### config.mk
export PLATFORM = sky130hd
export DESIGN_NAME = lcd_text_ctrl
export DESIGN_NICKNAME = d
export VERILOG_FILES = /design/src/rtl/lcd_text_ctrl.sv
export SDC_FILE = /design/constraint.sdc
export NUM_CORES = 1
export LEC_CHECK = 0
export ABC_AREA = 1
export BUFFER_PORTS_ARGS = -buffer_cell sky130_fd_sc_hd__buf_2
export CAP_MARGIN = 20
export CORE_UTILIZATION = 39
export CTS_BUF_LIST = sky130_fd_sc_hd__clkbuf_8
export DETAILED_ROUTE_END_ITERATION = 10
export GPL_TIMING_DRIVEN = 0
export PLACE_DENSITY = 0.52
export SLEW_MARGIN = 10
export SYNTH_ARGS = -nofsm -noshare
export SYNTH_HDL_FRONTEND = slang
export SYNTH_SLANG_ARGS = --single-unit
### constraint.sdc
create_clock -name Clk -period 2.45 [get_ports Clk]
set_input_delay 0.1225 -clock Clk [delete_from_list [all_inputs] [get_ports Clk]]
set_output_delay 0.1225 -clock Clk [all_outputs]
set_load 0.05 [all_outputs]
### src/rtl/lcd_text_ctrl.sv
// HD44780-style ROWS x COLS text panel driver: runs init, then redraws the buffer on request or change.
// One bus transaction per STEP_CYCLES (CLEAR_CYCLES for clear); writes are never stalled, busy flags activity.
module lcd_text_ctrl #(
  parameter int COLS         = 16,
  parameter int ROWS         = 2,
  parameter int STEP_CYCLES  = 25000,
  parameter int CLEAR_CYCLES = 100000,
  localparam int N  = ROWS * COLS,
  localparam int AW = (N > 1) ? $clog2(N) : 1
) (
  input  logic          Clk,
  input  logic          reset,
  input  logic          wr_en,
  input  logic [AW-1:0] wr_addr,
  input  logic [7:0]    wr_data,
  input  logic          refresh,
  output logic          busy,
  output logic          frame_done,
  output logic [10:0]   n_LCD_DATA
);

  localparam int             CW       = $clog2(CLEAR_CYCLES + 1);
  localparam logic [AW:0]    N_L      = (AW + 1)'(N);
  localparam logic [5:0]     LAST_COL = 6'(COLS - 1);
  localparam logic [1:0]     LAST_ROW = 2'(ROWS - 1);

  typedef enum logic [1:0] {INIT, IDLE, SET_ADDR, WRITE_CHAR} state_t;

  state_t        state, n_state;
  logic [7:0]    text_buf [N];
  logic [1:0]    init_idx, n_init, row, n_row;
  logic [5:0]    col, n_col;
  logic [CW-1:0] cnt, len;
  logic          pending, dirty, accept, step_end;
  logic          launch, l_rs, l_clear, take, fin;
  logic [7:0]    l_db;
  logic [AW-1:0] rd_addr;

  function automatic logic [7:0] init_cmd(input logic [1:0] i);
    case (i)
      2'd0:    return 8'h38;
      2'd1:    return 8'h0E;
      2'd2:    return 8'h01;
      default: return 8'h06;
    endcase
  endfunction

  function automatic logic [7:0] row_cmd(input logic [1:0] r);
    case (r)
      2'd0:    return 8'h80;
      2'd1:    return 8'hC0;
      2'd2:    return 8'h94;
      default: return 8'hD4;
    endcase
  endfunction

  assign accept   = wr_en && ({1'b0, wr_addr} < N_L);
  assign step_end = busy && (cnt == len - 1'b1);

  always_ff @(posedge Clk) begin
    if (reset) begin
      for (int i = 0; i < N; i++) text_buf[i] <= 8'h20;
    end else if (accept) begin
      text_buf[wr_addr] <= wr_data;
    end
  end

  // Decide which transaction (if any) occupies the bus from the next edge on.
  always_comb begin
    n_state = state;
    n_init  = init_idx;
    n_row   = row;
    n_col   = col;
    launch  = 1'b0;
    l_rs    = 1'b0;
    l_db    = 8'h00;
    take    = 1'b0;
    fin     = 1'b0;
    rd_addr = '0;
    case (state)
      INIT: begin
        if (!busy) begin
          launch = 1'b1;
          l_db   = init_cmd(init_idx);
        end else if (step_end) begin
          launch = 1'b1;
          if (init_idx == 2'd3) begin
            n_state = SET_ADDR;
            n_row   = 2'd0;
            n_col   = 6'd0;
            l_db    = row_cmd(2'd0);
          end else begin
            n_init = init_idx + 2'd1;
            l_db   = init_cmd(n_init);
          end
        end
      end
      IDLE: begin
        if (pending || dirty) begin
          take    = 1'b1;
          n_state = SET_ADDR;
          n_row   = 2'd0;
          n_col   = 6'd0;
          launch  = 1'b1;
          l_db    = row_cmd(2'd0);
        end
      end
      SET_ADDR: begin
        if (step_end) begin
          n_state = WRITE_CHAR;
          rd_addr = AW'(int'(row) * COLS + int'(col));
          launch  = 1'b1;
          l_rs    = 1'b1;
          l_db    = text_buf[rd_addr];
        end
      end
      WRITE_CHAR: begin
        if (step_end) begin
          if (col == LAST_COL) begin
            n_col = 6'd0;
            if (row == LAST_ROW) begin
              n_state = IDLE;
              fin     = 1'b1;
            end else begin
              n_row   = row + 2'd1;
              n_state = SET_ADDR;
              launch  = 1'b1;
              l_db    = row_cmd(n_row);
            end
          end else begin
            n_col   = col + 6'd1;
            rd_addr = AW'(int'(row) * COLS + int'(col) + 1);
            launch  = 1'b1;
            l_rs    = 1'b1;
            l_db    = text_buf[rd_addr];
          end
        end
      end
      default: n_state = INIT;
    endcase
    l_clear = (state == INIT) && (l_db == 8'h01);
  end

  always_ff @(posedge Clk) begin
    if (reset) begin
      state      <= INIT;
      init_idx   <= 2'd0;
      row        <= 2'd0;
      col        <= 6'd0;
      cnt        <= '0;
      len        <= '0;
      busy       <= 1'b0;
      frame_done <= 1'b0;
      n_LCD_DATA <= 11'd0;
      pending    <= 1'b0;
      dirty      <= 1'b0;
    end else begin
      state      <= n_state;
      init_idx   <= n_init;
      row        <= n_row;
      col        <= n_col;
      frame_done <= fin;
      // A request landing on the same edge as the take must survive it.
      pending    <= (pending && !take) || refresh;
      dirty      <= (dirty && !take) || accept;
      if (launch) begin
        busy       <= 1'b1;
        cnt        <= '0;
        len        <= l_clear ? CW'(CLEAR_CYCLES) : CW'(STEP_CYCLES);
        n_LCD_DATA <= {1'b1, l_rs, 1'b0, l_db};
      end else if (step_end) begin
        busy       <= 1'b0;
        n_LCD_DATA <= 11'd0;
      end else if (busy) begin
        cnt            <= cnt + 1'b1;
        n_LCD_DATA[10] <= (cnt + 1'b1) < (len >> 1);
      end
    end
  end

endmodule
After elaboration in Yosys (flattened, before gate mapping)

Memory sizes are Yosys's and may differ from the RTL's.
Cells that the tools add are included.

Add/subtract/negate cells: 7
$lt $le $gt $ge: 1
Equal/unequal tests: 22
Muxes and demuxes: 63
Bitwise gates (word level): 4
Reductions and logical operators: 23

Operators with widths:

| operator                                            | count |
|---|---|
| 2-to-1 mux 8 bit                                    | 9 |
| one-hot mux 6 bit (3 select lines)                  | 3 |
| 2-to-1 mux 6 bit                                    | 6 |
| one-hot mux 8 bit (4 select lines)                  | 1 |
| 2-to-1 mux 2 bit                                    | 15 |
| one-hot mux 7 bit (3 select lines)                  | 1 |
| 2-to-1 mux 1 bit                                    | 20 |
| adder 17 x 1 -> 17 bit, second input constant       | 1 |
| equality test 17 bit                                | 1 |
| less-than comparator 17 x 16 -> 1 bit               | 1 |
| 2-to-1 mux 17 bit                                   | 1 |
| subtractor 17 x 1 -> 17 bit, second input constant  | 1 |
| inequality test 2 bit, second input constant        | 8 |
| equality test 2 bit, second input constant          | 6 |
| 2-to-1 mux 11 bit                                   | 1 |
| equality test 2 x 1 -> 1 bit, second input constant | 5 |
| 2-to-1 mux 10 bit                                   | 1 |
| equality test 8 x 1 -> 1 bit, second input constant | 1 |
| zero test 2 bit                                     | 4 |
| one-hot mux 2 bit (4 select lines)                  | 1 |
| AND reduction 8 bit                                 | 1 |
| OR reduction 8 bit                                  | 1 |
| AND reduction 7 bit                                 | 1 |
| adder 6 x 1 -> 6 bit, second input constant         | 1 |
| 19 further kinds                                    | 29 |

Bits in registers: 60
Memory bits (writable): 256
Input bits: 17
Output and inout port bits: 13
Memories: 1

Memory list:

| memory   | words | width | read ports | clocked after memory_dff | wr ports | line | text |
|---|---|---|---|---|---|---|---|
| text_buf | 32    | 8     | 2          | 0                        | 32       | 30   | `logic [7:0] text_buf [N];` |

Longest topological paths before layout

Gate-level depths: netlist of run 1.

Depth after elaboration: 10
Gate-level depth with buffers: 20
Mapped depth without buffers: 20

Worst setup path after synthesis of run 1

No wires, ideal clock.

Path kind: flip-flop to flip-flop
From: register cnt[0]
To: register n_LCD_DATA[10]
Library setup time: 0.134 ns
Arrival: 2.322 ns
Setup slack: -0.006 ns
Cell stages (with the launch flop): 20
Path buffers: 0
Cells stage by stage: dfxtp_1 ha_1 nand2_1 nor2_1 nand3_1 nor2_1 nand2_1 nor3_1 xor2_1 inv_1 ha_1 nand3_1 nor2_1 nand2_1 nand2_1 nand2_1 nand2_1 nand2_1 nand2_1 a21oi_1

Cells in the longest elaborated chain, start to end: 6

Ends and longest elaborated chain:

| what                                                           | line | text |
|---|---|---|
| from (decl)                                                    | 33   | `logic [CW-1:0] cnt, len;` |
| from (signal assigned)                                         | 175  | `cnt <= cnt + 1'b1;` |
| branches (longest 6 deep; another with adder 17 x 1 -> 17 bit) | -    |  |
| to (signal assigned)                                           | 170  | `n_LCD_DATA <= {1'b1, l_rs, 1'b0, l_db};` |
| to (signal assigned)                                           | 176  | `n_LCD_DATA[10] <= (cnt + 1'b1) < (len >> 1);` |
| to (decl)                                                      | 19   | `output logic [10:0] n_LCD_DATA` |

Several ways; the timed one is not identified. The select of a mux whose other input is x is not followed.
A chain may end at the register's enable or synchronous reset.

Final worst setup path of run 1

From: register col[0]
To: register len[14]

Cells in the longest elaborated chain, start to end: 9

Ends and longest elaborated chain:

| what                               | line     | text |
|---|---|---|
| from (decl)                        | 32       | `logic [5:0] col, n_col;` |
| from (signal assigned)             | 161      | `col <= n_col;` |
| adder 5 bit                        | 111, 132 |  |
| adder 5 x 1 -> 5 bit               | 132      | `rd_addr = AW'(int'(row) * COLS + int'(col) + 1);` |
| memory (32 x 8 bit)                | -        |  |
| 2-to-1 mux 8 bit                   | 119      | `if (col == LAST_COL) begin` |
| 2-to-1 mux 8 bit                   | 118      | `if (step_end) begin` |
| one-hot mux 8 bit (4 select lines) | 80       | `case (state)` |
| equality test 8 x 1 -> 1 bit       | 141      | `l_clear = (state == INIT) && (l_db == 8'h01);` |
| logical AND 1 bit                  | 141      |  |
| 2-to-1 mux 17 bit                  | 169      | `len <= l_clear ? CW'(CLEAR_CYCLES) : CW'(STEP_CYCLES);` |
| to (signal assigned)               | 169      |  |
| to (decl)                          | 33       |  |

Parallel ways exist; a longest one is shown, timed or not.

==> impl_metrics.csv, run 1 <==
group,metric,value,unit
die,start_util,39.6,%
synth,syn_inst,2275,
setup_path,path_cells,"inv_1, clkbuf_4, clkbuf_2, o21ai_0, nand3_1, nand3_1, nand2_1, nand2_1, nand2_1, nand2_1, nand2_1, nor2_2, nand2_2, nor2_4, nand2_2, nand3_2, nand2_1",
clock_tree,clk_path_buf_depth,3,
detailed_routing,post_drt_via_cell_ratio,5.80,
placement,dp_cells,2894,
final_layout,area_growth,21.0,%
die,dieHeight,214,um
placement,gp_congestion,0.989,
global_route,grt.total_usage,33.2,%
pwr,ir_drop,0.000377,V
timing,finalHoldViolCount,8,
synth,syn_area_per_cell,7.72,um2
pwr,power_density,563,nW/um2
clock_tree,clock_latency,690,ps
clock_tree,cts_tree,"done",
setup_path,end_kind,"register",
die,io_pins,30,
setup_path,worstPathArrival,3170,ps
job,cap_violations,0,
global_route,grt_pass1_wl,111000,um
setup_path,required,3020,ps
detailed_routing,vias,17800,
detailed_routing,drc,0,
die,die_area,45900,um2
pwr,p_total,12000,uW
final_layout,fin_cells,3068,
clock_tree,path_clk_slew,70,ps
global_route,antenna_found_initial,0,
timing,timing.fmax,0.385,GHz
timing,worst_hold_slack,-186,ps
final_layout,nFillCells,4382,
synth,synth_top_area_share,43.8,%
placement,hpwl,54900,um
final_layout,diodes,0,
run_status,status,"complete, but fails checks",
final_layout,final_layout_size_suffix_gt1_share,16.3,%
synth,yosysTopAreaCell,"edfxtp_1",
synth,synth_edf_count,256,
setup_path,path_max_fanout,10,
timing,worstMarginPinSlew,823,ps
synth,async_flop_share,0,%
final_layout,final_core_utilization,47.9,%
detailed_routing,wire_per_inst,25.4,um
synth,ys_top_cells_by_area,"edfxtp_1 44%, nand2_1 12%, nand3_1 9.2%",
setup_path,crit_top_cell,"nand2_1",
pwr,power_leakage,0.00859,uW
synth,yosys_most_used_dff,"edfxtp_1",
timing,rsz0062_at_grt,"yes",
detailed_routing,wl,78000,um
placement,portBuffers,27,
timing,setup_viol,35,
die,fp.coreArea,44300,um2
run_status,violations,"negative hold slack, negative setup slack",
detailed_routing,dr.pass1.iters,8,
global_route,grt_max_degree,15,
clock_tree,clock_sinks,302,
timing,clock_skew,29.8,ps
detailed_routing,postRouteAntennaNets,0,
timing,slew_headroom,44.7,%
setup_path,cp-start-kind,"register",
timing,final_max_slew_viol_count,0,
clock_tree,root_buffer,"clkbuf_8",
die,rows,77,
synth,yosys_warnings,0,
timing,period_needed,2600,ps
detailed_routing,drt_iter0_markers,2345,
synth,syn-cell-area,17600,um2
synth,ys_seq_area_share,49.0,%
synth,synth_cell_type_count,46,
min_path,hp-class,"in -> reg",
clock_tree,htreeDepth,2,
final_layout,nNetsFinal,2473,
setup_path,cp_slowest_cell,"dfxtp_2",
clock_tree,cts-buffers-inserted,55,
synth,ys_seq_elements,302,
timing,fin_crit_sh,106,%
synth,syn_nets,2317,
global_route,overflow,0,
clock_tree,cts_hold_buf,15,
setup_path,critical_path_class,"reg -> reg",
timing,fin_tns_setup,-2530,ps
die,die_width,214,um
timing,layout_setup_ws,-151,ps
global_route,grt_pass1_vias,16500,
setup_path,cp_slowest_stage_delay,380,ps
[repair_timing]
action,CTS,global route
hold endpoints to repair,49,8
resized for setup,221,138
setup buffers,38,20
endpoints found under the setup margin,43,57
pin swaps,23,47
gates cloned,0,3
[state kept, by name (all words and copies together), names as in the netlist]
signal      flops
n_LCD_DATA     10
state           2
text_buf      256
busy            1
pending         1
row             2
col             6
frame_done      1
len             3
init_idx        2
dirty           1
cnt            17
[per-stage QoR]
stage / instance area (um2) / setup WS (ps)
2_1_floorplan: 17600 / 67.7
3_3_place_gp: 18400 / -887
3_5_place_dp: 18400 / -921
4_1_cts: 20600 / -50.7
5_1_grt: 21200 / -230
6_report: 21200 / -151
[cells in the mapped netlist (all sizes together) (9+ instances only)]
master / instances
clkbuf: 66
buf: 75
dfxtp: 46
a31oi: 13
nor2: 398
edfxtp: 256
nor3: 20
ha: 25
nand2: 585
xor2: 16
nand3: 324
a21oi: 109
a22oi: 9
o21ai: 94
o211ai: 35
inv: 167
[power breakdown]
| part | leakage, uW | internal, uW | total, uW | switching (uW) |
|---|---|---|---|---|
| clock | 0.000637 | 2660 | 5060 | 2400 |
| sequential | 0.00283 | 5820 | 6010 | 192 |
| combinational | 0.00512 | 260 | 882 | 622 |
| total | 0.00859 | 8740 | 12000 | 3210 |
[final timing paths]
path | startpoint | endpoint | slack, ps | cells past startpoint
worst max-delay path | col[0] | len[14] | -150 | 17
worst min-delay path | reset | n_LCD_DATA[0] | -190 | 2
worst max register to register | col[0] | len[14] | -150 | 17
worst min register to register | n_LCD_DATA[4] | n_LCD_DATA[4] | 470 | 2
[cell usage in the layout (no fill, tap or decap), types with 6 or more instances in the layout]
cell,synthesis,final
o21ai_0,90,82
dfxtp_2,0,6
nand2_2,3,19
xor2_1,15,12
dfxtp_1,46,35
clkbuf_1,66,32
clkbuf_2,0,10
nand2_1,582,562
o211ai_1,35,35
nor2_1,390,381
nand3_1,324,310
ha_1,25,20
inv_1,160,167
nor2_4,3,13
clkinv_1,3,9
dlygate4sd3_1,0,15
buf_6,4,41
a21oi_1,108,88
clkinv_2,0,11
inv_2,7,9
clkbuf_8,0,67
buf_4,6,63
nor3_1,19,17
a31oi_1,13,13
a22oi_1,9,9
nand3_2,0,12
clkbuf_4,0,17
buf_8,1,9
buf_2,52,42
edfxtp_1,256,256
a21oi_2,1,20
inv_4,0,6
[worst max-delay path, delay by kind of cell, from the launching register on]
family                 cells  cell delay, ps
and+or+nand+nor           13            1250
buffers and inverters      3             570
DFF                        1             380
AOI/OAI and AO/OA          1             290
[layout make-up]
cell class	count	area, um2	share of cell area [%]
sequential	302	8630	40.6
tap	592	741	3.49
timing repair buffer	100	836	3.93
clock inverter	39	246	1.16
clock buffer	63	867	4.08
multi-input combinational	1663	8170	38.5
buffer	139	1080	5.07
inverter	170	669	3.15
[metal layers]
layer	global-route usage (%)	wire [um]
met5	0	0
met4	15.2	3850
met3	6.55	8570
met2	52.1	34500
met1	44.4	31100
[logic make-up (layout without fill, tap and decap cells)]
logic type | count (synthesis) | count (layout) | synth area share [%]
and+or+nand+nor | 1340 | 1341 | 31.7
buffers and inverters | 311 | 511 | 7.38
DFF | 302 | 302 | 49.0
AOI/OAI and AO/OA | 277 | 277 | 9.00
adders and majority gates | 25 | 25 | 1.78
xor gates and xnor gates | 19 | 19 | 1.14
other | 1 | 1 | 0.0214
Note: power is estimated with default switching activity, not from simulation.
==> inputs of run 2 (changes only) <==
- PLACE_DENSITY: 0.52 -> 0.5
- clock period: 2.45 -> 3.1 ns (I/O delays scaled with it)
==> run 2 against run 1 <==
The run now ends clean. Hold slack better by 450 ps. First-iteration DRC count shrank 2.8%. Fmax shrank 14%. Clock skew grew 0.68 ps. Global-route usage decreased by 0.58 points. Via count fell by 2.9%. Critical path type unchanged. Critical endpoint is now n_LCD_DATA[6]. Largest power group unchanged. Highest routed layer is now met5.
==> impl_metrics.csv, run 2 (synthesis gave the netlist of run 1 again) <==
group,metric,value,unit
setup_path,path_max_fanout,10,
pwr,power_leakage,0.00811,uW
final_layout,fin_cells,3021,
global_route,grt_pass1_wl,109000,um
detailed_routing,dr.pass1.iters,8,
detailed_routing,postRouteAntennaNets,0,
pwr,ir_drop,0.000354,V
timing,final_max_slew_viol_count,0,
final_layout,final_cell_mix,"581 x nand2_1, 389 x nor2_1, 323 x nand3_1, 256 x edfxtp_1, 177 x inv_1",
clock_tree,clk_path_buf_depth,3,
timing,slew_headroom,41.1,%
clock_tree,path_clk_slew,70,ps
setup_path,critPathTopFamily,"compound AO/OA/AOI/OAI gates",
setup_path,critical_path_class,"reg -> reg",
placement,portBuffers,27,
setup_path,worst-path-buf-inv,4,
timing,rsz0062_at_grt,"yes",
clock_tree,clock_latency,680,ps
global_route,overflow,0,
setup_path,cp_slowest_stage_delay,440,ps
global_route,grt_pass1_vias,16100,
die,fp.coreArea,44300,um2
detailed_routing,vias,17300,
final_layout,area_growth,13.9,%
final_layout,regMostFlops,"text_buf",
final_layout,final_common_cell,"nand2_1",
pwr,power_density,478,nW/um2
global_route,met2_usage,51.6,%
final_layout,final_core_utilization,45.1,%
timing,setup_viol,0,
min_path,hp-class,"in -> reg",
setup_path,end_kind,"register",
die,rows,77,
clock_tree,clock_sinks,302,
final_layout,top_regs,"text_buf: 256 flops, cnt: 17 flops, n_LCD_DATA: 10 flops",
setup_path,required,3680,ps
pwr,p_total,9560,uW
detailed_routing,post_drt_via_cell_ratio,5.72,
final_layout,nFillCells,4586,
global_route,grt_max_degree,20,
timing,fin_crit_sh,97.1,%
timing,finalHoldViolCount,0,
detailed_routing,wire_per_inst,25.2,um
setup_path,cp_slowest_cell,"dfxtp_1",
global_route,antenna_found_initial,1,
setup_path,worstPathArrival,3590,ps
timing,period_needed,3010,ps
die,dieHeight,214,um
final_layout,nNetsFinal,2424,
job,cap_violations,0,
final_layout,fin_area,20000,um2
detailed_routing,wl,76000,um
global_route,grt_util_met1,42.5,%
global_route,top_usage_layer,"met2",
setup_path,cp-start-kind,"register",
placement,gp_congestion,0.980,
die,io_pins,30,
die,die_area,45900,um2
die,die_width,214,um
clock_tree,root_buffer,"clkbuf_8",
clock_tree,cts-buffers-inserted,55,
clock_tree,cts_tree,"done",
placement,dp_cells,2894,
setup_path,path_cells,"buf_2, clkbuf_4, buf_2, clkbuf_4, o21ai_0, a221oi_1, o21ai_0, o211ai_1, nand2_1, a31oi_1",
clock_tree,htreeDepth,2,
die,start_util,39.6,%
timing,timing.fmax,0.332,GHz
timing,clock_skew,30.5,ps
detailed_routing,drc,0,
global_route,grt.total_usage,32.7,%
placement,hpwl,55500,um
detailed_routing,drt_iter0_markers,2280,
final_layout,final_layout_size_suffix_gt1_share,10.1,%
timing,worstMarginPinSlew,884,ps
global_route,use_met3,6.51,%
placement,dpl_cell_area,18400,um2
run_status,status,"complete, no violations",
final_layout,largest_reg_flops,256,
## run 2: cell types whose count changed in the layout (fill, tap and decap cells not counted), sizes merged, moves of 3 or more
cell	change
clkinvlp	+3
clkbuf	+8
bufinv	+3
clkinv	-5
buf	-57
## run 2: where the power goes
group / total (uW) / switching (uW) / internal, uW / leakage [uW]
clock: 4180 / 1850 / 2330 / 0.000675
combinational: 632 / 465 / 167 / 0.00461
sequential: 4750 / 145 / 4600 / 0.00283
total: 9560 / 2460 / 7100 / 0.00811
## run 2: worst reg2reg max path, delay by kind of cell, from the launching register on
family | cells | cell delay, ps
AO/OA/AOI/OAI | 5 | 1230
buffers and inverters | 4 | 1170
flip-flops | 1 | 440
AND/OR/NAND/NOR | 1 | 100
## run 2: area by class of cell
type / instances / area, um2 / share of cell area (%)
tap: 592 / 741 / 3.70
buffer: 140 / 737 / 3.68
antenna: 1 / 2.50 / 0.0125
multi-input combinational: 1662 / 7710 / 38.5
clock inverter: 41 / 329 / 1.64
sequential: 302 / 8610 / 43.1
inverter: 170 / 654 / 3.27
timing repair buffer: 51 / 365 / 1.83
clock buffer: 62 / 853 / 4.27
## run 2: path summary, 6_finish.rpt
kind / startpoint / endpoint / slack, ps / depth (start not counted)
setup / recovery: col[0] / n_LCD_DATA[6] / 90 / 10
hold / removal: wr_addr[1] / text_buf[1][5] / 260 / 5
setup reg to reg: col[0] / n_LCD_DATA[6] / 90 / 10
hold reg to reg: n_LCD_DATA[3] / n_LCD_DATA[3] / 470 / 2
## run 2: metrics by stage
stage	setup WS (ps)	hold WS [ps]	setup TNS, ps
floorplan	644	272	0
global placement	-398	359	-3260
detailed placement	-376	394	-3450
CTS	12.1	181	0
global route	-66.9	267	-124
finish	90.8	261	0
## run 2: timing repair
action                                  4_1_cts  5_1_grt
resized for setup                            25       61
hold endpoints to repair                     44        0
buffers inserted                              0        9
gates cloned                                  0        0
hold buffers                                 15        0
pin swaps                                     1        6
endpoints found under the setup margin       24       23
## run 2: routing by layer
metal  vias up  share of wire (%)
met5         -              0.017
met3       211                 11
met4         2                4.8
met2      1103                 45
met1      8154                 40
li1       7809                  -
